==> src/rtl/pixel_stream_filter.sv <==
// Streaming pixel filter: pass / negative / grayscale / threshold, selected per frame,
// with a fixed 2-cycle output latency after the accepting edge and frame-boundary tagging.
module pixel_stream_filter #(
  parameter int CH           = 3,
  parameter int CW           = 8,
  parameter int FRAME_PIXELS = 65536,
  parameter int CNT_W        = 16
) (
  input  logic                clk,
  input  logic                rst,
  input  logic [CH*CW-1:0]    pixel_in,
  input  logic                in_valid,
  input  logic [1:0]          mode,
  input  logic [CW-1:0]       thresh,
  output logic [CH*CW-1:0]    pixel_out,
  output logic                valid,
  output logic                frame_done,
  output logic [CNT_W-1:0]    pixel_cnt
);

  localparam int PW = CH * CW;

  typedef enum logic [1:0] {
    MODE_PASS   = 2'd0,
    MODE_NEG    = 2'd1,
    MODE_GRAY   = 2'd2,
    MODE_THRESH = 2'd3
  } mode_t;

  // Frame position and per-frame settings
  mode_t             mode_q;
  logic [CW-1:0]     thresh_q;
  logic              first_px;
  logic              last_px;
  mode_t             eff_mode;
  logic [CW-1:0]     eff_thresh;

  assign first_px   = (pixel_cnt == '0);
  assign last_px    = (pixel_cnt == CNT_W'(FRAME_PIXELS - 1));
  assign eff_mode   = first_px ? mode_t'(mode) : mode_q;
  assign eff_thresh = first_px ? thresh : thresh_q;

  always_ff @(posedge clk) begin
    if (!rst) begin
      pixel_cnt <= '0;
      mode_q    <= MODE_PASS;
      thresh_q  <= '0;
    end else if (in_valid) begin
      pixel_cnt <= last_px ? '0 : pixel_cnt + CNT_W'(1);
      if (first_px) begin
        mode_q   <= mode_t'(mode);
        thresh_q <= thresh;
      end
    end
  end

  // Stage 0: registered input, tagged with the mode/thresh in force for this pixel
  logic              s0_valid;
  logic [PW-1:0]     s0_px;
  mode_t             s0_mode;
  logic [CW-1:0]     s0_thresh;
  logic              s0_last;

  always_ff @(posedge clk) begin
    if (!rst) begin
      s0_valid  <= 1'b0;
      s0_px     <= '0;
      s0_mode   <= MODE_PASS;
      s0_thresh <= '0;
      s0_last   <= 1'b0;
    end else begin
      s0_valid <= in_valid;
      if (in_valid) begin
        s0_px     <= pixel_in;
        s0_mode   <= eff_mode;
        s0_thresh <= eff_thresh;
        s0_last   <= last_px;
      end
    end
  end

  // Stage 1: per-channel arithmetic and luminance estimate
  logic [CW-1:0]     gray_d;
  logic [PW-1:0]     s1_px_d;

  generate
    if (CH == 3) begin : g_gray_rgb
      logic [CW+1:0] sum;
      // c2 + 2*c1 + c0 needs two extra bits; the shifted result always fits CW bits
      assign sum    = {2'b00, s0_px[2*CW +: CW]}
                    + {1'b0, s0_px[CW +: CW], 1'b0}
                    + {2'b00, s0_px[0 +: CW]};
      assign gray_d = sum[CW+1:2];
    end else begin : g_gray_ch0
      assign gray_d = s0_px[CW-1:0];
    end
  endgenerate

  always_comb begin
    s1_px_d = s0_px;
    if (s0_mode == MODE_NEG) begin
      s1_px_d = ~s0_px;
    end
  end

  logic              s1_valid;
  logic [PW-1:0]     s1_px;
  logic [CW-1:0]     s1_gray;
  mode_t             s1_mode;
  logic [CW-1:0]     s1_thresh;
  logic              s1_last;

  always_ff @(posedge clk) begin
    if (!rst) begin
      s1_valid  <= 1'b0;
      s1_px     <= '0;
      s1_gray   <= '0;
      s1_mode   <= MODE_PASS;
      s1_thresh <= '0;
      s1_last   <= 1'b0;
    end else begin
      s1_valid <= s0_valid;
      if (s0_valid) begin
        s1_px     <= s1_px_d;
        s1_gray   <= gray_d;
        s1_mode   <= s0_mode;
        s1_thresh <= s0_thresh;
        s1_last   <= s0_last;
      end
    end
  end

  // Stage 2: channel replication / binarisation, output register
  logic [PW-1:0]     out_d;

  always_comb begin
    out_d = s1_px;
    case (s1_mode)
      MODE_GRAY:   out_d = {CH{s1_gray}};
      MODE_THRESH: out_d = (s1_gray >= s1_thresh) ? '1 : '0;
      default:     out_d = s1_px;
    endcase
  end

  always_ff @(posedge clk) begin
    if (!rst) begin
      pixel_out  <= '0;
      valid      <= 1'b0;
      frame_done <= 1'b0;
    end else begin
      valid      <= s1_valid;
      frame_done <= s1_valid & s1_last;
      if (s1_valid) begin
        pixel_out <= out_d;
      end
    end
  end

endmodule

==> config.mk <==
export PLATFORM = sky130hd
export DESIGN_NAME = pixel_stream_filter
export DESIGN_NICKNAME = d
export VERILOG_FILES = /design/src/rtl/pixel_stream_filter.sv
export SDC_FILE = /design/constraint.sdc
export NUM_CORES = 1
export LEC_CHECK = 0
export BUFFER_PORTS_ARGS = -buffer_cell sky130_fd_sc_hd__buf_2
export CAP_MARGIN = 15
export CORE_UTILIZATION = 48
export DETAILED_ROUTE_END_ITERATION = 12
export PLACE_DENSITY_LB_ADDON = 0.08
export SYNTH_ARGS = -nofsm -noshare
export SYNTH_HDL_FRONTEND = slang
export SYNTH_SLANG_ARGS = --single-unit
==> constraint.sdc <==
create_clock -name clk -period 2.1 [get_ports clk]
set_input_delay 0.315 -clock clk [delete_from_list [all_inputs] [get_ports clk]]
set_output_delay 0.315 -clock clk [all_outputs]
set_load 0.05 [all_outputs]
==> results of run 1 <==
==> layout by cell type (no fill, tap or decap), drive strengths merged, types with 6 or more instances in the layout <==
master  instances
ha             17
nand3          13
a21oi           8
nor3            9
nand2          58
nor2           16
mux2i          46
o211a          25
o21a           24
dfxtp         122
buf           119
o21ai          84
clkbuf         23
fa              8
nor2b          48
inv            46
nand4           6
xnor2          36
==> final timing paths <==
| path | to | slack [ns] | cells after the start |
|---|---|---|---|
| max | s1_gray[7] | -0.01 | 8 |
| min | s0_mode[1] | 0.15 | 3 |
| max reg2reg | s1_gray[7] | -0.01 | 8 |
| min reg2reg | s1_px[9] | 0.48 | 1 |
==> metal layers <==
layer  wire (um)  part of all wire
met4         250             0.017
met1        7242              0.48
met2        7009              0.47
met5           0                 0
met3         545             0.036
==> registers in the layout, summed over array words and instances, names as in the netlist <==
register,count
frame_done,1
pixel_cnt,16
pixel_out,24
s0_last,1
s0_mode,2
s0_px,24
s0_thresh,8
s0_valid,1
s1_gray,8
s1_last,1
s1_mode,2
s1_px,24
s1_thresh,8
s1_valid,1
valid,1
==> worst reg2reg max path, stage by stage (launching register included) <==
cell	delay (ns)
dfxtp_2	0.32
inv_2	0.04
fa_1	0.56
nor2_1	0.07
fa_2	0.35
a21o_1	0.20
a21oi_2	0.17
o21ai_1	0.07
a22o_1	0.22
==> cell families (layout without fill, tap and decap cells) <==
logic type / after synthesis / in the layout / share of synthesized area
DFF: 122 / 122 / 0.4080
buffers and inverters: 90 / 192 / 0.06292
xor gates and xnor gates: 39 / 39 / 0.05707
muxes: 47 / 47 / 0.07880
and+or+nand+nor: 181 / 181 / 0.1601
adders and majority gates: 25 / 25 / 0.06229
AOI/OAI and AO/OA: 157 / 157 / 0.1708
==> report_power, final <==
part	switching [mW]	total [mW]	internal [mW]	leakage, nW
logic	0.472	0.835	0.363	1.92
registers	0.100	2.54	2.44	1.00
clock network	0.968	2.55	1.59	0.256
==> final cells by class <==
cell class              instances  share of cell area
inverters                      46             0.02376
multi-input cells             449              0.4426
repair buffers                119             0.09781
well taps                     168             0.02893
clock inverters                 4            0.002755
clock buffers                  23             0.06716
flip-flops and latches        122              0.3370
==> timing repair <==
| action | in CTS | in global routing |
|---|---|---|
| endpoints found under the setup margin | 3 | 5 |
| endpoints found under the hold margin | 0 | 0 |
| gates resized for setup | 6 | 9 |
| pin swaps | 4 | 12 |
==> results.sh, run 1 <==
export IMPL_outcome="finished with violations"
export IMPL_violations="negative setup slack"
export IMPL_arrival_ns=2.42
export IMPL_hold_slack_ns=0.1501
export IMPL_pin_count=79
export IMPL_hold_class="in -> reg"
export IMPL_grt_pass1_wl_um=24520
export IMPL_clock_skew_ns=0.005295
export IMPL_tritoncts="yes"
export IMPL_ys_ff_latch=122
export IMPL_wl_per_cell_um=16.16
export IMPL_clock_root_buffer="clkbuf_16"
export IMPL_drv_slew=0
export IMPL_layout_setup_ws_ns=-0.01205
export IMPL_cp_startpoint="s0_px[17]"
export IMPL_synth_common_cells="122 x dfxtp_1, 84 x o21ai_0, 58 x nand2_1"
export IMPL_cts_hold_buf=0
export IMPL_critical_path_max_fanout=2
export IMPL_final_util=0.6024
export IMPL_ant_nets=0
export IMPL_slew_headroom=0.5831
export IMPL_io_buffers=78
export IMPL_finalCriticalPeriod_ns=2.112
export IMPL_syn_area_sq_mm=0.005986
export IMPL_core_area_sq_mm=0.01206
export IMPL_power_density_mw_per_mm2=815.8
export IMPL_finalCritPeriodShare=1.006
export IMPL_path_cells="inv_2 > fa_1 > nor2_1 > fa_2 > a21o_1 > a21oi_2 > o21ai_1 > a22o_1"
export IMPL_grtUsageMet2=0.4098
export IMPL_first_pass_iters=4
export IMPL_leakagePower_nw=3.176
export IMPL_slowest_delay_ns=0.56
export IMPL_drt_iter0_drc=241
export IMPL_drv_cap=0
export IMPL_cp_end_kind="register"
export IMPL_seqCellArea_sq_mm=0.002449
export IMPL_dpl_cell_area_sq_mm=0.006715
export IMPL_ys_seq_area_frac=0.4080
export IMPL_crit_path_start_kind="register"
export IMPL_max_slew_worst_pin_slew_ns=0.6246
export IMPL_start_util=0.4963
export IMPL_max_vdd_ir_drop_mv=0.4805
export IMPL_netlist_area_leader_share=0.4080
export IMPL_hpwlAfterDp_um=11000
export IMPL_synth_main_ff_cell="dfxtp_1"
export IMPL_design_area_sq_mm=0.007266
export IMPL_synth_edf_count=0
export IMPL_place_gp_congestion=0.8481
export IMPL_antennaDiodeCount=0
export IMPL_netlist_top_cells_area="dfxtp_1 41%, mux2i_1 7.7%, o21ai_0 7.0%, xnor2_1 5.3%, nor2b_1 5.0%"
export IMPL_required_ns=2.41
export IMPL_hp_start="mode[1]"
export IMPL_cts_sinks=122
export IMPL_fin_nets=817
export IMPL_crit_slowest_cell="fa_1"
export IMPL_pre_cts_ws_ns=-0.1051
export IMPL_fmax_mhz=473.5
export IMPL_ys_types=50
export IMPL_clock_latency_ns=0.42
export IMPL_antenna_found_initial=0
export IMPL_clk_pin_slew_ns=0.05
export IMPL_clock_path_buffers=2
export IMPL_vias=4918
export IMPL_rsz0062_at_grt="yes"
export IMPL_synth_cells=661
export IMPL_synth_warnings=0
export IMPL_tns_ns=-0.01205
export IMPL_numCtsBuffers=17
export IMPL_dieArea_sq_mm=0.01292
export IMPL_synth_top_area_cell="dfxtp_1"
export IMPL_cts_setup_buffers=0
export IMPL_worst_setup_path_type="reg -> reg"
export IMPL_critical_path_top_delay_family="adder cells"
export IMPL_routed_wl_um=15050
export IMPL_hold_violations=0
export IMPL_die_y_um=113.7
export IMPL_use_met1=0.3224
export IMPL_yosysMostFrequentCell="dfxtp_1"
export IMPL_num_rows=40
export IMPL_syn_area_per_cell_sq_um=9.056
export IMPL_multiInputGateArea_sq_mm=0.003216
export IMPL_p_total_mw=5.928
export IMPL_instances_no_fill=931
export IMPL_drive_above_1_share=0.2136
export IMPL_async_flop_share=0
export IMPL_grt_pass1_vias=4805
export IMPL_syn_nets=723
export IMPL_drc_errors=0
export IMPL_busiest_layer="met2"
export IMPL_drt_vias_per_instance=5.282
export IMPL_grtUsageMet3=0.05101
export IMPL_dp_cells=904
export IMPL_fillers=1079
export IMPL_die_x_um=113.7
export IMPL_setup_viol=1
export IMPL_r2r_start="s0_px[17]"
export IMPL_grt_max_degree=37
export IMPL_path_buf_inv=1
export IMPL_area_growth_pct=21.38
export IMPL_gr_total_overflow=0
export IMPL_grt_total_usage=0.2497
export IMPL_htree_num_levels=4
Note: power is estimated with default switching activity, not from simulation.
==> inputs of run 2 (changes only) <==
--- a/config.mk
+++ b/config.mk
@@ -7,8 +7,11 @@
 export LEC_CHECK = 0
 export BUFFER_PORTS_ARGS = -buffer_cell sky130_fd_sc_hd__buf_2
 export CAP_MARGIN = 15
-export CORE_UTILIZATION = 48
+export CELL_PAD_IN_SITES_DETAIL_PLACEMENT = 1
+export CELL_PAD_IN_SITES_GLOBAL_PLACEMENT = 2
+export CORE_UTILIZATION = 32
 export DETAILED_ROUTE_END_ITERATION = 12
+export GPL_ROUTABILITY_DRIVEN = 0
 export PLACE_DENSITY_LB_ADDON = 0.08
 export SYNTH_ARGS = -nofsm -noshare
 export SYNTH_HDL_FRONTEND = slang
==> results.sh, run 2 (same netlist as run 1, synthesis figures left out) <==
export IMPL_rsz0062_at_grt="yes"
export IMPL_crit_slowest_cell="fa_1"
export IMPL_grt_pass1_wl_um=28790
export IMPL_tritoncts="yes"
export IMPL_die_x_um=138.8
export IMPL_fillers=2098
export IMPL_drv_slew=0
export IMPL_critical_path_max_fanout=2
export IMPL_setup_viol=0
export IMPL_gr_total_overflow=0
export IMPL_arrival_ns=2.40
export IMPL_final_cell_mix="112 x dfxtp_1, 82 x o21ai_0, 78 x buf_2"
export IMPL_max_slew_worst_pin_slew_ns=0.5032
export IMPL_reg_top3="pixel_out x24, s0_px x24, s1_px x24"
export IMPL_hp_start="thresh[4]"
export IMPL_first_pass_iters=8
export IMPL_switching_share=0.2665
export IMPL_intPower_mw=4.796
export IMPL_drv_cap=0
export IMPL_layout_commonest_cell="dfxtp_1"
export IMPL_grt_max_degree=49
export IMPL_p_comb_frac=0.136
export IMPL_whs_endpoint="s0_thresh[4]"
export IMPL_routed_wl_um=17600
export IMPL_p_clk_frac=0.478
export IMPL_violations="design-rule violations"
export IMPL_leakagePower_nw=3.241
export IMPL_reg2reg_slack_ns=0.002
export IMPL_final_util=0.4140
export IMPL_io_buffers=78
export IMPL_clk_pin_slew_ns=0.06
export IMPL_reg2reg_to="s1_gray[7]"
export IMPL_outcome="finished with violations"
export IMPL_layout_setup_ws_ns=0.001688
export IMPL_fmax_mhz=476.6
export IMPL_cts_sinks=122
export IMPL_clock_root_buffer="clkbuf_16"
export IMPL_required_ns=2.41
export IMPL_start_util=0.3298
export IMPL_pin_count=79
export IMPL_wl_per_cell_um=17.55
export IMPL_slew_headroom=0.6645
export IMPL_hpwlAfterDp_um=12770
export IMPL_clock_latency_ns=0.42
export IMPL_finalCriticalPeriod_ns=2.098
export IMPL_antennaDiodeCount=0
export IMPL_cp_end_kind="register"
export IMPL_grt_pass1_vias=5267
export IMPL_p_sw_mw=1.743
export IMPL_r2r_start="s0_px[17]"
export IMPL_area_growth_pct=25.52
export IMPL_die_y_um=138.8
export IMPL_clock_skew_ns=0.005872
export IMPL_dieArea_sq_mm=0.01926
export IMPL_num_rows=49
export IMPL_finalCritPeriodShare=0.9992
export IMPL_drt_iter0_drc=191
export IMPL_cp_startpoint="s0_px[17]"
export IMPL_fin_nets=823
export IMPL_max_vdd_ir_drop_mv=0.5031
export IMPL_hold_class="in -> reg"
export IMPL_crit_path_start_kind="register"
export IMPL_drc_errors=8
export IMPL_power_density_mw_per_mm2=870.3
export IMPL_grt_total_usage=0.1930
export IMPL_htree_num_levels=4
export IMPL_numCtsBuffers=17
export IMPL_cts_hold_buf=0
export IMPL_pre_cts_ws_ns=-0.1060
export IMPL_vias=4962
export IMPL_worst_setup_path_type="reg -> reg"
export IMPL_slowest_delay_ns=0.55
export IMPL_holdPathStages=3
export IMPL_antenna_found_initial=0
export IMPL_r2r_cells=8
export IMPL_power_frac_seq=0.387
export IMPL_clock_path_buffers=2
export IMPL_drive_above_1_share=0.2351
export IMPL_hold_violations=0
export IMPL_path_cells="inv_2 > fa_1 > nor2_1 > fa_2 > a21o_1 > a21oi_2 > o21ai_1 > a22o_1"
export IMPL_drt_vias_per_instance=4.947
export IMPL_p_total_mw=6.539
export IMPL_ant_nets=0
export IMPL_core_area_sq_mm=0.01815
## run 2: layout make-up
| cell class | count | area [sq um] | area share |
|---|---|---|---|
| Multi-Input combinational cell | 449 | 3231 | 0.4300 |
| Sequential cell | 122 | 2455 | 0.3267 |
| Timing Repair Buffer | 125 | 743.2 | 0.09892 |
| Clock buffer | 17 | 425.4 | 0.05662 |
| Tap cell | 229 | 286.5 | 0.03813 |
| Clock inverter | 15 | 200.2 | 0.02664 |
| Inverter | 46 | 172.7 | 0.02298 |
## run 2: repair_timing
action | CTS | global route
resized for setup | 5 | 15
setup buffers | 0 | 1
pin swaps | 5 | 10
endpoints found under the hold margin | 0 | 0
endpoints found under the setup margin | 4 | 5
## run 2: stage by stage
stage	setup TNS [ns]	hold slack [ns]	cells	cell area [sq um]
2_1_floorplan	-0.01540	0.4539	661	5995
3_3_place_gp	-0.08253	0.4670	970	6817
3_5_place_dp	-0.2156	0.4685	970	6817
4_1_cts	-0.02047	0.1373	1002	7447
5_1_grt	-0.2422	0.1479	1003	7513
6_report	0	0.1500	1003	7513
## run 2: worst max-delay path: cells and delay by family (launching register included)
family	cells	cell delay, ns
AOI/OAI and AO/OA	4	0.66
and+or+nand+nor	1	0.07
adders and majority gates	2	0.89
DFF	1	0.33
buffers and inverters	1	0.04
## run 2: worst max-delay path by stage
| stage | end | slack, ns | cells past startpoint |
|---|---|---|---|
| final | s1_gray[7] | 0.002 | 8 |
| after global routing | s1_gray[7] | -0.1 | 8 |
| after CTS | s1_gray[7] | -0.01 | 8 |
| after detailed placement | s1_gray[7] | -0.11 | 8 |
| after global placement | s1_gray[7] | -0.05 | 8 |
| after floorplan | s1_gray[7] | -0.02 | 8 |
## run 2: power by group through the flow
stage / combinational, mW / sequential, mW / clock, mW
2_1_floorplan: 0.482 / 2.65 / 0
5_1_grt: 0.982 / 2.54 / 3.32
6_report: 0.887 / 2.53 / 3.12
4_1_cts: 0.879 / 2.53 / 3.19
3_3_place_gp: 0.859 / 2.57 / 0
3_5_place_dp: 0.873 / 2.58 / 0
## run 2: per-layer routing
layer,routed length (um),part of all wire,vias to the layer above,track usage
met3,447,0.025,14,0.04489
met2,8689,0.49,54,0.3360
met4,280,0.016,0,0.05380
met5,0,0,-,0
met1,8186,0.47,2429,0.2373
li1,-,-,2465,-
==> inputs of run 3 (changes only) <==
--- a/config.mk
+++ b/config.mk
@@ -13,6 +13,7 @@
 export DETAILED_ROUTE_END_ITERATION = 12
 export GPL_ROUTABILITY_DRIVEN = 0
 export PLACE_DENSITY_LB_ADDON = 0.08
+export REMOVE_ABC_BUFFERS = 1
 export SYNTH_ARGS = -nofsm -noshare
 export SYNTH_HDL_FRONTEND = slang
 export SYNTH_SLANG_ARGS = --single-unit
==> results.sh, run 3 (same netlist as run 1, synthesis figures left out) <==
export IMPL_reg2reg_slack_ns=-0.04
export IMPL_tritoncts="yes"
export IMPL_tns_ns=-0.06081
export IMPL_use_met1=0.2310
export IMPL_power_density_mw_per_mm2=857.6
export IMPL_die_x_um=138.8
export IMPL_rsz0062_at_grt="yes"
export IMPL_drt_iter0_drc=158
export IMPL_r2r_start="s0_px[3]"
export IMPL_finalCritPeriodShare=1.019
export IMPL_clock_path_buffers=2
export IMPL_setup_viol=3
export IMPL_clock_root_buffer="clkbuf_16"
export IMPL_critical_path_max_fanout=3
export IMPL_grt_max_degree=42
export IMPL_vias=4941
export IMPL_grt_total_usage=0.1819
export IMPL_holdPathStages=3
export IMPL_clock_latency_ns=0.42
export IMPL_drive_above_1_share=0.2181
export IMPL_layout_commonest_cell="dfxtp_1"
export IMPL_cp_end_kind="register"
export IMPL_finalCriticalPeriod_ns=2.139
export IMPL_io_buffers=78
export IMPL_grtUsageMet2=0.3081
export IMPL_dpl_cell_area_sq_mm=0.006725
export IMPL_reg2reg_to="s1_gray[4]"
export IMPL_die_y_um=138.8
export IMPL_max_slew_worst_pin_slew_ns=0.5439
export IMPL_outcome="finished with violations"
export IMPL_grtUsageMet3=0.03177
export IMPL_numCtsBuffers=17
export IMPL_grt_pass1_wl_um=27580
export IMPL_required_ns=2.39
export IMPL_slowest_delay_ns=0.50
export IMPL_arrival_ns=2.43
export IMPL_dieArea_sq_mm=0.01926
export IMPL_start_util=0.3298
export IMPL_slew_headroom=0.6369
export IMPL_core_area_sq_mm=0.01815
export IMPL_instances_no_fill=990
export IMPL_hpwlAfterDp_um=11790
export IMPL_layout_setup_ws_ns=-0.03901
export IMPL_max_vdd_ir_drop_mv=0.6244
export IMPL_p_total_mw=6.345
export IMPL_r2r_cells=6
export IMPL_fillers=2124
export IMPL_antennaDiodeCount=0
export IMPL_dp_cells=957
export IMPL_p_sw_mw=1.642
export IMPL_drt_vias_per_instance=4.991
export IMPL_pin_count=79
export IMPL_ant_nets=0
export IMPL_busiest_layer="met2"
export IMPL_whs_endpoint="s0_px[12]"
export IMPL_p_comb_frac=0.132
export IMPL_hold_class="in -> reg"
export IMPL_switching_share=0.2588
export IMPL_hp_start="pixel_in[12]"
export IMPL_gr_total_overflow=0
export IMPL_drv_slew=0
export IMPL_leakagePower_nw=3.189
export IMPL_clock_skew_ns=0.01096
export IMPL_cts_hold_buf=0
export IMPL_first_pass_iters=8
export IMPL_num_rows=49
export IMPL_grt_pass1_vias=5242
export IMPL_antenna_found_initial=0
export IMPL_wl_per_cell_um=16.86
export IMPL_p_clk_frac=0.468
export IMPL_fmax_mhz=467.5
export IMPL_reg_top3="pixel_out x24, s0_px x24, s1_px x24"
export IMPL_crit_slowest_cell="fa_1"
export IMPL_violations="design-rule violations, negative setup slack"
export IMPL_cts_sinks=122
export IMPL_final_cell_mix="115 x dfxtp_1, 81 x o21ai_0, 77 x buf_2"
export IMPL_area_growth_pct=23.60
export IMPL_htree_num_levels=4
export IMPL_drv_cap=0
export IMPL_power_frac_seq=0.400
export IMPL_path_cells="fa_1 > ha_1 > o211ai_1 > a21o_1 > a21oi_1 > a311o_1"
export IMPL_intPower_mw=4.703
export IMPL_worst_setup_path_type="reg -> reg"
export IMPL_hold_violations=0
export IMPL_routed_wl_um=16700
export IMPL_clk_pin_slew_ns=0.06
export IMPL_design_area_sq_mm=0.007398
export IMPL_fin_nets=812
export IMPL_crit_path_start_kind="register"
export IMPL_drc_errors=14
## run 3: final cells by class
| class | count | area, sq um | share of cell area |
|---|---|---|---|
| multi-input cells | 449 | 3229 | 0.4365 |
| flip-flops and latches | 122 | 2451 | 0.3313 |
| repair buffers | 114 | 675.6 | 0.09132 |
| clock buffers | 21 | 460.4 | 0.06224 |
| well taps | 229 | 286.5 | 0.03873 |
| inverters | 46 | 172.7 | 0.02334 |
| clock inverters | 9 | 122.6 | 0.01657 |
## run 3: routing by layer
metal	routed length, um	vias up
li1	-	2444
met1	8037	2411
met2	7979	71
met3	447	15
met4	231	0
met5	0	-
## run 3: what timing repair did
action	CTS	global route
setup endpoints to repair	4	5
gates resized for setup	11	10
pin swaps	12	9
buffers inserted	2	1
## run 3: worst max path at each step
stage                         start          to  slack, ns
after global routing       s0_px[3]  s1_gray[4]      -0.14
after detailed placement   s0_px[1]  s1_gray[3]      -0.11
after floorplan            s0_valid  s1_gray[6]      -0.40
final                      s0_px[3]  s1_gray[4]      -0.04
after CTS                 s0_px[17]  s1_gray[3]      -0.03
after global placement     s0_px[1]  s1_gray[3]      -0.09
## run 3: power by group through the flow
stage	Sequential (mW)	Clock, mW	Combinational, mW
CTS	2.54	3.04	0.829
detailed placement	2.59	0	0.809
floorplan	2.67	0	0.406
finish	2.54	2.97	0.836
global route	2.56	3.15	0.929
global placement	2.58	0	0.792
## run 3: critical path: cells and delay by family, from the launching register on
family | cells | cell delay (ns)
AOI/OAI and AO/OA | 4 | 0.83
adders and majority gates | 2 | 0.84
DFF | 1 | 0.35
## run 3: metrics by stage
stage / util / hold WS (ns) / worst slack (ns)
6_report: 0.4077 / 0.1575 / -0.03901
5_1_grt: 0.4077 / 0.1694 / -0.1425
4_1_cts: 0.4051 / 0.1428 / -0.03400
3_5_place_dp: 0.3706 / 0.4687 / -0.1089
3_3_place_gp: 0.3706 / 0.4635 / -0.09140
2_1_floorplan: - / 0.4367 / -0.4039
